<file path="src/rtl/adc_capture_pkg.sv">
// adc_capture_pkg: shared types, frame timing constants and packing helpers
// for the adc_capture acquisition engine and its SPI shifter.
package adc_capture_pkg;

  typedef enum logic [1:0] {
    ST_IDLE  = 2'd0,
    ST_ARMED = 2'd1,
    ST_RUN   = 2'd2
  } state_e;

  localparam int FRAME_CYCLES  = 320;  // clocks per conversion frame
  localparam int CONVST_CYCLES = 4;    // CONVST high pulse width
  localparam int SPI_START     = 264;  // frame cycle of the first SCK bit
  localparam int SCK_DIV       = 4;    // clocks per SCK period
  localparam int WR_CYCLE      = 313;  // RAM write cycle in odd frames
  localparam int CFG_W         = 6;    // ADC config word width
  localparam int SAMPLE_W      = 12;   // ADC sample width
  localparam int CYC_W         = 9;    // frame cycle counter width

  typedef logic [CYC_W-1:0] cyc_t;

  localparam cyc_t CYC_LAST    = cyc_t'(FRAME_CYCLES - 1);
  localparam cyc_t CYC_CONVST  = cyc_t'(CONVST_CYCLES);
  // The shifter is kicked one cycle early so its registered pins show bit 0 at SPI_START.
  localparam cyc_t CYC_SPI_PRE = cyc_t'(SPI_START - 1);
  localparam cyc_t CYC_WR      = cyc_t'(WR_CYCLE);

  // Odd-frame sample in the upper half, even-frame sample in the lower half.
  function automatic logic [31:0] pack_pair(input logic [SAMPLE_W-1:0] hi,
                                            input logic [SAMPLE_W-1:0] lo);
    return {4'b0000, hi, 4'b0000, lo};
  endfunction

  // Independent modulo-2^16 add of each half.
  function automatic logic [31:0] add_halves(input logic [31:0] a, input logic [31:0] b);
    return {a[31:16] + b[31:16], a[15:0] + b[15:0]};
  endfunction

endpackage

</file>
<file path="src/rtl/adc_capture_spi.sv">
// adc_capture_spi: 12-bit SPI shifter. A start pulse latches the 6-bit config
// and, from the next cycle, runs 12 SCK periods (2 clocks low, 2 high) sending
// the config MSB first on sdi (zeros afterwards) and sampling sdo on each SCK
// rising edge. done pulses for one clock with the complete sample.
// Ports: clk, rst_n (async, active low), start, abort (clears a transfer in
// flight), cfg[5:0], sdo in; sck, sdi, sample[11:0], done out (all registered).
module adc_capture_spi
  import adc_capture_pkg::*;
(
  input  logic                clk,
  input  logic                rst_n,
  input  logic                start,
  input  logic                abort,
  input  logic [CFG_W-1:0]    cfg,
  input  logic                sdo,
  output logic                sck,
  output logic                sdi,
  output logic [SAMPLE_W-1:0] sample,
  output logic                done
);

  localparam logic [1:0] PH_RISE  = 2'(SCK_DIV / 2 - 1);  // closing edge raises sck
  localparam logic [1:0] PH_LAST  = 2'(SCK_DIV - 1);
  localparam logic [3:0] BIT_LAST = 4'(SAMPLE_W - 1);

  logic                active_q, active_d;
  logic [3:0]          bit_q, bit_d;
  logic [1:0]          phase_q, phase_d;
  logic [CFG_W-1:0]    cfg_q, cfg_d;
  logic [SAMPLE_W-1:0] shift_q, shift_d;
  logic                sck_q, sck_d;
  logic                sdi_q, sdi_d;
  logic                done_q, done_d;

  // Next-state logic of the bit/phase sequencer and shift registers.
  always_comb begin
    active_d = active_q;
    bit_d    = bit_q;
    phase_d  = phase_q;
    cfg_d    = cfg_q;
    shift_d  = shift_q;
    sck_d    = sck_q;
    sdi_d    = sdi_q;
    done_d   = 1'b0;
    if (abort) begin
      active_d = 1'b0;
      bit_d    = 4'd0;
      phase_d  = 2'd0;
      cfg_d    = {CFG_W{1'b0}};
      shift_d  = {SAMPLE_W{1'b0}};
      sck_d    = 1'b0;
      sdi_d    = 1'b0;
    end else if (start) begin
      active_d = 1'b1;
      bit_d    = 4'd0;
      phase_d  = 2'd0;
      sdi_d    = cfg[CFG_W-1];
      cfg_d    = {cfg[CFG_W-2:0], 1'b0};
      shift_d  = {SAMPLE_W{1'b0}};
      sck_d    = 1'b0;
    end else if (active_q) begin
      phase_d = phase_q + 2'd1;
      if (phase_q == PH_RISE) begin
        sck_d   = 1'b1;
        shift_d = {shift_q[SAMPLE_W-2:0], sdo};
      end else if (phase_q == PH_LAST) begin
        sck_d   = 1'b0;
        phase_d = 2'd0;
        if (bit_q == BIT_LAST) begin
          active_d = 1'b0;
          sdi_d    = 1'b0;
          done_d   = 1'b1;
        end else begin
          bit_d = bit_q + 4'd1;
          // Config shifts out MSB first; the zero fill yields sdi=0 after six bits.
          sdi_d = cfg_q[CFG_W-1];
          cfg_d = {cfg_q[CFG_W-2:0], 1'b0};
        end
      end else begin
        sck_d = sck_q;
      end
    end else begin
      active_d = 1'b0;
    end
  end

  // Shifter state registers.
  always_ff @(posedge clk or negedge rst_n) begin
    if (!rst_n) begin
      active_q <= 1'b0;
      bit_q    <= 4'd0;
      phase_q  <= 2'd0;
      cfg_q    <= {CFG_W{1'b0}};
      shift_q  <= {SAMPLE_W{1'b0}};
      sck_q    <= 1'b0;
      sdi_q    <= 1'b0;
      done_q   <= 1'b0;
    end else begin
      active_q <= active_d;
      bit_q    <= bit_d;
      phase_q  <= phase_d;
      cfg_q    <= cfg_d;
      shift_q  <= shift_d;
      sck_q    <= sck_d;
      sdi_q    <= sdi_d;
      done_q   <= done_d;
    end
  end

  assign sck    = sck_q;
  assign sdi    = sdi_q;
  assign sample = shift_q;
  assign done   = done_q;

endmodule

</file>
<file path="src/rtl/adc_capture.sv">
// adc_capture: free-running acquisition engine for an LTC2308-style SPI ADC.
// One conversion per 320-clock frame; even/odd frames alternate two 6-bit
// configs, and each even/odd sample pair is packed into one 32-bit RAM word.
// Ports: clk, rst_n (async, active low); ADC pins adc_convst/adc_sck/adc_sdi
// out, adc_sdo in; RAM port adc_ram_addr/adc_ram_we/adc_ram_wr_data out,
// adc_ram_rd_data in; host controls adc_config_odd/even (bits[5:0] used),
// adc_start (high = arm/abort, falling edge = run), adc_sequence_one.
// Build option: define ADC_ACCUM_EN to add the packed word to adc_ram_rd_data
// per 16-bit half (averaging over repeated passes); otherwise rd_data is unused.
module adc_capture
  import adc_capture_pkg::*;
#(
  parameter int ADDR_W = 12
) (
  input  logic              clk,
  input  logic              rst_n,
  output logic              adc_convst,
  output logic              adc_sck,
  output logic              adc_sdi,
  input  logic              adc_sdo,
  output logic [ADDR_W-1:0] adc_ram_addr,
  input  logic [31:0]       adc_ram_rd_data,
  output logic              adc_ram_we,
  output logic [31:0]       adc_ram_wr_data,
  input  logic [31:0]       adc_config_odd,
  input  logic [31:0]       adc_config_even,
  input  logic              adc_start,
  input  logic              adc_sequence_one
);

  state_e              state_q, state_d;
  cyc_t                cyc_q, cyc_d;
  logic                odd_q, odd_d;
  logic [ADDR_W-1:0]   addr_q, addr_d;
  logic                seq_one_q, seq_one_d;
  logic [SAMPLE_W-1:0] even_q, even_d;
  logic                convst_q, convst_d;
  logic                we_q, we_d;
  logic [31:0]         wr_data_q, wr_data_d;

  logic                spi_start_s, spi_abort_s, spi_done_s;
  logic                spi_sck_s, spi_sdi_s;
  logic [SAMPLE_W-1:0] spi_sample_s;
  logic [CFG_W-1:0]    cfg_s;
  logic [31:0]         packed_s, merged_s;
  logic                unused_s;

  // The ADC applies a config to the following conversion, so each frame sends the other parity's word.
  assign cfg_s    = odd_q ? adc_config_even[CFG_W-1:0] : adc_config_odd[CFG_W-1:0];
  assign packed_s = pack_pair(spi_sample_s, even_q);
`ifdef ADC_ACCUM_EN
  assign merged_s = add_halves(adc_ram_rd_data, packed_s);
  assign unused_s = ^{adc_config_odd[31:CFG_W], adc_config_even[31:CFG_W]};
`else
  assign merged_s = packed_s;
  assign unused_s = ^{adc_config_odd[31:CFG_W], adc_config_even[31:CFG_W], adc_ram_rd_data};
`endif

  // Sequencer: IDLE/ARMED/RUN, frame cycle counter, parity, address and write strobe.
  always_comb begin
    state_d     = state_q;
    cyc_d       = cyc_q;
    odd_d       = odd_q;
    addr_d      = addr_q;
    seq_one_d   = seq_one_q;
    even_d      = even_q;
    we_d        = 1'b0;
    wr_data_d   = 32'h0000_0000;
    spi_start_s = 1'b0;
    case (state_q)
      ST_IDLE: begin
        cyc_d  = cyc_t'(0);
        odd_d  = 1'b0;
        addr_d = {ADDR_W{1'b0}};
        if (adc_start) begin
          state_d = ST_ARMED;
        end else begin
          state_d = ST_IDLE;
        end
      end
      ST_ARMED: begin
        cyc_d     = cyc_t'(0);
        odd_d     = 1'b0;
        addr_d    = {ADDR_W{1'b0}};
        even_d    = {SAMPLE_W{1'b0}};
        seq_one_d = adc_sequence_one;
        if (!adc_start) begin
          state_d = ST_RUN;
        end else begin
          state_d = ST_ARMED;
        end
      end
      ST_RUN: begin
        if (adc_start) begin
          // Abort: anything gathered in the current frame pair is dropped.
          state_d = ST_ARMED;
          cyc_d   = cyc_t'(0);
          odd_d   = 1'b0;
          addr_d  = {ADDR_W{1'b0}};
        end else begin
          if (cyc_q == CYC_LAST) begin
            cyc_d = cyc_t'(0);
            odd_d = ~odd_q;
          end else begin
            cyc_d = cyc_q + cyc_t'(1);
          end
          spi_start_s = (cyc_q == CYC_SPI_PRE);
          if (spi_done_s) begin
            if (odd_q) begin
              we_d      = 1'b1;
              wr_data_d = merged_s;
            end else begin
              even_d = spi_sample_s;
            end
          end else begin
            even_d = even_q;
          end
          // The write is visible at CYC_WR; the address moves on one cycle later.
          if ((cyc_q == CYC_WR) && odd_q) begin
            if ((addr_q == {ADDR_W{1'b1}}) && seq_one_q) begin
              state_d = ST_IDLE;
              addr_d  = {ADDR_W{1'b0}};
              cyc_d   = cyc_t'(0);
              odd_d   = 1'b0;
            end else begin
              addr_d = addr_q + ADDR_W'(1);
            end
          end else begin
            addr_d = addr_q;
          end
        end
      end
      default: begin
        state_d = ST_IDLE;
        cyc_d   = cyc_t'(0);
        odd_d   = 1'b0;
        addr_d  = {ADDR_W{1'b0}};
      end
    endcase
    convst_d    = (state_d == ST_RUN) && (cyc_d < CYC_CONVST);
    spi_abort_s = (state_d != ST_RUN);
  end

  // Sequencer and output registers.
  always_ff @(posedge clk or negedge rst_n) begin
    if (!rst_n) begin
      state_q   <= ST_IDLE;
      cyc_q     <= cyc_t'(0);
      odd_q     <= 1'b0;
      addr_q    <= {ADDR_W{1'b0}};
      seq_one_q <= 1'b0;
      even_q    <= {SAMPLE_W{1'b0}};
      convst_q  <= 1'b0;
      we_q      <= 1'b0;
      wr_data_q <= 32'h0000_0000;
    end else begin
      state_q   <= state_d;
      cyc_q     <= cyc_d;
      odd_q     <= odd_d;
      addr_q    <= addr_d;
      seq_one_q <= seq_one_d;
      even_q    <= even_d;
      convst_q  <= convst_d;
      we_q      <= we_d;
      wr_data_q <= wr_data_d;
    end
  end

  adc_capture_spi u_spi (
    .clk    (clk),
    .rst_n  (rst_n),
    .start  (spi_start_s),
    .abort  (spi_abort_s),
    .cfg    (cfg_s),
    .sdo    (adc_sdo),
    .sck    (spi_sck_s),
    .sdi    (spi_sdi_s),
    .sample (spi_sample_s),
    .done   (spi_done_s)
  );

  assign adc_convst      = convst_q;
  assign adc_sck         = spi_sck_s;
  assign adc_sdi         = spi_sdi_s;
  assign adc_ram_addr    = addr_q;
  assign adc_ram_we      = we_q;
  assign adc_ram_wr_data = wr_data_q;

endmodule

</file>
<file path="config.mk">
export PLATFORM = sky130hd
export DESIGN_NAME = adc_capture
export DESIGN_NICKNAME = d
export VERILOG_FILES = /design/src/rtl/adc_capture_pkg.sv /design/src/rtl/adc_capture_spi.sv /design/src/rtl/adc_capture.sv
export SDC_FILE = /design/constraint.sdc
export NUM_CORES = 1
export LEC_CHECK = 0
export ABC_CLOCK_PERIOD_IN_PS = 2850
export BUFFER_PORTS_ARGS = -buffer_cell sky130_fd_sc_hd__buf_2
export CORE_MARGIN = 3
export CORE_UTILIZATION = 53
export DETAILED_ROUTE_END_ITERATION = 10
export HOLD_SLACK_MARGIN = 0.06
export PLACE_DENSITY = 0.85
export SYNTH_ARGS = -nofsm -noshare
export SYNTH_HDL_FRONTEND = slang
export SYNTH_SLANG_ARGS = --single-unit
export TNS_END_PERCENT = 100
</file>
<file path="constraint.sdc">
create_clock -name clk -period 2.85 [get_ports clk]
set_input_delay 0.1425 -clock clk [delete_from_list [all_inputs] [get_ports clk]]
set_output_delay 0.1425 -clock clk [all_outputs]
set_load 0.02 [all_outputs]
</file>
Word level (Yosys, flattened, before mapping)
Index checks and enable logic that the tools add are counted.

storage, ports and cells
  input port bits = 101
  output and inout bits = 48
  flip-flop bits (word level) = 99

operators by class
  equality and inequality tests = 17
  bitwise gates (word level) = 1
  $add $sub $neg = 4
  magnitude comparators = 1
  multiplexer cells = 79
  reductions and logical operators = 14

operators with widths
  cell                                                                  count
  12-bit two-way mux                                                    11
  28-bit two-way mux                                                    4
  9-bit two-way mux                                                     5
  6-bit two-way mux                                                     7
  1-bit two-way mux                                                     35
  9-bit == test, second input constant                                  3
  4-bit two-way mux                                                     6
  12-bit case mux with 2 select lines                                   1
  2-bit two-way mux                                                     9
  12-bit by 1-bit adder with 12-bit output, second input constant       1
  12-bit == test, second input constant                                 1
  9-bit by 1-bit adder with 9-bit output, second input constant         1
  9-bit by 3-bit < comparator with 1-bit output, second input constant  1
  3-bit inequality test, second input constant                          3
  3-bit nonzero test                                                    3
  4-bit AND reduction                                                   2
  2-bit == test, second input constant                                  3
  2-bit inequality test, second input constant                          3
  2-bit case mux with 3 select lines                                    1
  4-bit by 1-bit adder with 4-bit output, second input constant         1
  2-bit by 1-bit == test with 1-bit output, second input constant       2
  4-bit == test, second input constant                                  1
  2-bit AND reduction                                                   2
  4-bit nonzero test                                                    1
  7 further kinds                                                       9

Depth between registers and ports, before layout
  depth after elaboration = 9
  gate-level depth with buffers = 8
  depth with buffers taken out = 7

Modules after synthesis
Synthesis repeated with hierarchy kept, for this count alone.

second synthesis, totals
  cell total of the unflattened synthesis = 353
  area total of the unflattened synthesis = 4101.4 um^2

modules (own cells, without submodules)
  module           area an instance (um^2)  instances  cells each
  adc_capture      2872.8                   1          245
  adc_capture_spi  1228.7                   1          108

Worst setup path before layout
OpenSTA, ideal clock, no wires.

  path kind = register to register
  start point = register addr_q[0], in the netlist adc_ram_addr[0]
  end point = register u_spi.phase_q[1]
  period minus slack after synthesis = 1.914 ns
  path slack = 0.936 ns
  arrival = 1.777 ns
  required time = 2.712 ns
  cell stages (with the launch flop) = 8
  library setup time = 0.138 ns
  path through = dfrtp_1 ha_1 nand3_1 nor4_2 a311o_2 nand2b_4 buf_6 a211oi_2

on the way
  word-level cells in the longest chain between the ends = 8
  elaborated cells between the ends (all ways) = 9
  classes of those cells = eq/ne: 2; mux: 5; reduce/logical: 2

ends and longest elaborated chain
  element                                                                   line                    text
  from (decl)                                                               adc_capture.sv:34       logic [ADDR_W-1:0] addr_q, addr_d;
  from (signal assigned)                                                    adc_capture.sv:150      addr_q <= {ADDR_W{1'b0}};
  from (signal assigned)                                                    adc_capture.sv:160      addr_q <= addr_d;
  12-bit == test *                                                          adc_capture.sv:120      if ((addr_q == {ADDR_W{1'b1}}) && seq_one_q) begin
  1-bit logical AND *                                                       adc_capture.sv:120
  2-bit two-way mux *                                                       adc_capture.sv:120
  2-bit two-way mux *                                                       adc_capture.sv:119      if ((cyc_q == CYC_WR) && odd_q) begin
  2-bit two-way mux *                                                       adc_capture.sv:94       if (adc_start) begin
  2-bit case mux with 3 select lines *                                      adc_capture.sv:70       case (state_q)
  2-bit inequality test *                                                   adc_capture.sv:141      spi_abort_s = (state_d != ST_RUN);
  3-bit nonzero test (no line) / 2-bit two-way mux (equally long branches)  --
  to (signal assigned)                                                      adc_capture_spi.sv:101  phase_q <= phase_d;
  to (decl)                                                                 adc_capture_spi.sv:28   logic [1:0] phase_q, phase_d;

Every way passes the cells marked *; elsewhere a longest branch is shown, timed or not.
A chain may end at the register's enable or synchronous reset.

Worst setup path after layout
  start point = register cyc_q[6]
  end point = register u_spi.done_q, in the netlist u_spi.done

on the way
  word-level cells in the longest chain between the ends = 7
  elaborated cells between the ends (all ways) = 11
  classes of those cells = eq/ne: 3; mux: 7; reduce/logical: 1

ends and longest elaborated chain
  element                             line                    text
  from (decl)                         adc_capture.sv:32       cyc_t cyc_q, cyc_d;
  from (signal assigned)              adc_capture.sv:148      cyc_q <= cyc_t'(0);
  from (signal assigned)              adc_capture.sv:158      cyc_q <= cyc_d;
  9-bit == test                       adc_capture.sv:119
  1-bit logical AND                   adc_capture.sv:119
  2-bit two-way mux                   adc_capture.sv:119
  2-bit two-way mux                   adc_capture.sv:94
  2-bit case mux with 3 select lines  adc_capture.sv:70
  2-bit inequality test               adc_capture.sv:141
  1-bit two-way mux *                 adc_capture_spi.sv:45   if (abort) begin
  named net u_spi.done_d              adc_capture_spi.sv:33   logic done_q, done_d;
  to (signal assigned)                adc_capture_spi.sv:106  done_q <= done_d;
  to (decl)                           adc_capture_spi.sv:33

The timed path passes the listed nets; every way through them passes the cells marked *.

==> metrics.cfg <==
[finish]
instances_no_fill=544
layout.nets=547
finish.instance_area_um2=4600
fill_cells=588
drive_above_1_share=0.189
n_antenna_cell=0
syn2layout_area_growth_pct=14.0

[floorplanning]
core_area_um2=7330
dieArea_um2=8690
die_w_um=93.2
ios=149
die_h_um=93.2
num_rows=31
start_util=0.550

[critical_path]
crit_fanout=20
worstSetupEndpointType=flip-flop
start_kind=flip-flop
required_ns=3.11
critPathArrivalTime_ns=2.44
crit_type=flip-flop to flip-flop

[global_routing]
grt_antenna_before_repair=0
grt_pass1_vias=2807
grt_pass1_wl_um=13000
grt_max_degree=91
grt.total_usage=0.189
grt-ovfl-total=0

[yosys]
avgSynthCellArea_um2=10.6
synth_ff_type=dfrtp_1
ys_top_cells_by_area=dfrtp_1, nand2_1, and2_1, nor2_1, mux2i_1
yosysSeqAreaShare=0.559
synth_top_cell_by_area=dfrtp_1
synth_cell_types=46
netlist.area_leader.share=0.559
synth_area_um2=4030
synth_common_cells=dfrtp_1, nand2_1, nor2_1, and2_1, a21oi_1
yosysWarnings=0
synthArstFlopShare=1.00
ys_seq_elements=90
synthCells=382
synth-edff-count=0
synth_most_common_cell=dfrtp_1

[detailed_routing]
wirelength_um=7510
num_vias=2930
antenna_left=0
drc=0
drt-wirelength-per-cell_um=13.8
drt_iter0_markers=192
viasPerCell=5.39
drt-pass1-iter-count=5

[power_and_ir_drop]
seqPwrFrac=0.567
power.switching_mw=0.607
power_density_nw_per_um2=496
cell_internal_pwr_mw=1.67
power_leakage_nw=2.20
switching_share=0.266
irDropWorstVdd_uv=234
pwr-share-comb=0.051
pwr-share-clk=0.383

[hold_path]
hp-class=input port to flip-flop

[place]
routabilityCongestion=0.858
dp_slack_ns=0.732
placed_cells=521
hpwl_um=5090
placed_area_um2=4320
io_buffers=56

[cts]
cts.sinks=90
htree_levels=3
clockRootBuffer=clkbuf_8
clk_latency_ns=0.37
clk_path_buf_depth=2
cts_buffers=9
cts_tree=yes
cts_resized=0
clk_pin_slew_ns=0.10

[sta]
fin_ws_ns=0.670
slew-limit-headroom=0.279
max_freq_mhz=459
hold_viol_final=0
finClkSkew_ns=0.0116
fin_crit_ns=2.18
rsz0062_at_grt=false
drv_slew=0
period_share=0.765
max_slew.worst_pin.slew_ns=1.08
setup_viol=0
hold_ws_ns=0.0726
final.setup.tns_ns=0

[flow_run]
maxCapViolations=0

[outcome]
status=finished clean

[routing by layer]
metal,vias to the layer above,GRT usage,share of wire
met1,1408,0.244,0.44
met3,19,0.0426,0.054
li1,1404,-,-
met5,-,0,0
met2,99,0.306,0.48
met4,0,0.0879,0.022
[worst max-delay path: stages, from the launching register on]
cell and delay, ns:
dfrtp_1 0.48, or3b_4 0.46, nor2_1 0.28, nand3_1 0.39, nand2b_4 0.36, nor3_1 0.09
[state kept, by name, summed over array words and instances (netlist names), 4 cells and up]
name and cells:
adc_ram_wr_data 24, adc_ram_addr 12, even_q 12, u_spi.sample 12, cyc_q 9, u_spi.cfg_q 5
u_spi.bit_q 4
[power by group through the flow]
| stage | logic, mW | registers (mW) | clock network [mW] |
|---|---|---|---|
| 3_3_place_gp | 0.108 | 1.32 | 0 |
| 5_1_grt | 0.132 | 1.29 | 0.947 |
| 3_5_place_dp | 0.111 | 1.32 | 0 |
| 6_report | 0.116 | 1.29 | 0.872 |
| 4_1_cts | 0.118 | 1.29 | 0.888 |
| 2_1_floorplan | 0.0738 | 1.32 | 0 |
[through the flow]
stage          power, mW  utilization
2_1_floorplan       1.39            -
3_3_place_gp        1.42        0.590
3_5_place_dp        1.43        0.590
4_1_cts             2.30        0.627
5_1_grt             2.37        0.627
6_report            2.28        0.627
[cell type report]
class	instances	area [µm²]	area share
Clock buffer	9	124	0.0270
Clock inverter	7	78.8	0.0172
Inverter	5	18.8	0.00408
Multi-Input combinational cell	268	1620	0.353
Sequential cell	90	2250	0.490
Tap cell	99	124	0.0270
Timing Repair Buffer	66	375	0.0817
[path summary, 6_finish.rpt]
kind                       depth (start not counted)         startpoint                 end  slack (ns)
max in group asynchronous                          2              rst_n           even_q[0]        1.64
min in group asynchronous                          2              rst_n  adc_ram_wr_data[6]        0.50
hold reg to reg                                    1          even_q[0]  adc_ram_wr_data[0]        0.50
setup / recovery                                   5           cyc_q[6]          u_spi.done        0.67
hold / removal                                     3  adc_config_odd[2]      u_spi.cfg_q[3]        0.07
setup reg to reg                                   5           cyc_q[6]          u_spi.done        0.67
[placed cells by master, fill, tap and decap left out, types with 3 or more instances in the layout]
cell type,synthesis,layout
xnor2_1,8,8
a21oi_1,20,20
xor2_1,8,8
nand2_1,46,46
nand3b_1,3,3
clkbuf_8,0,9
or3_1,4,4
nor2_1,34,34
dfrtp_1,90,90
nand2b_1,3,3
mux2i_1,11,11
buf_2,4,55
nor3b_1,3,3
nor2b_1,5,5
a22o_1,12,12
conb_1,1,8
ha_1,6,6
o22ai_1,3,3
inv_8,0,4
buf_4,10,4
and3_1,4,4
dlygate4sd3_1,0,7
and2_1,27,27
o21ai_0,12,12
inv_1,5,5
nor3_1,11,11
nand3_1,13,13
nand4_1,8,8
[cells by family after synthesis]
kind of cell | count (synthesis) | share of synthesized area
and+or+nand+nor | 167 | 0.213
DFF | 90 | 0.559
AOI/OAI and AO/OA | 58 | 0.0956
buffers and inverters | 31 | 0.0450
xor gates and xnor gates | 16 | 0.0348
muxes | 13 | 0.0329
adders and majority gates | 6 | 0.0186
other | 1 | 0.000930
[repair_timing]
item,CTS,global route
buffers inserted,0,0
hold endpoints to repair,94,0
hold buffers,7,0
Power figures use the tool's default switching activity.
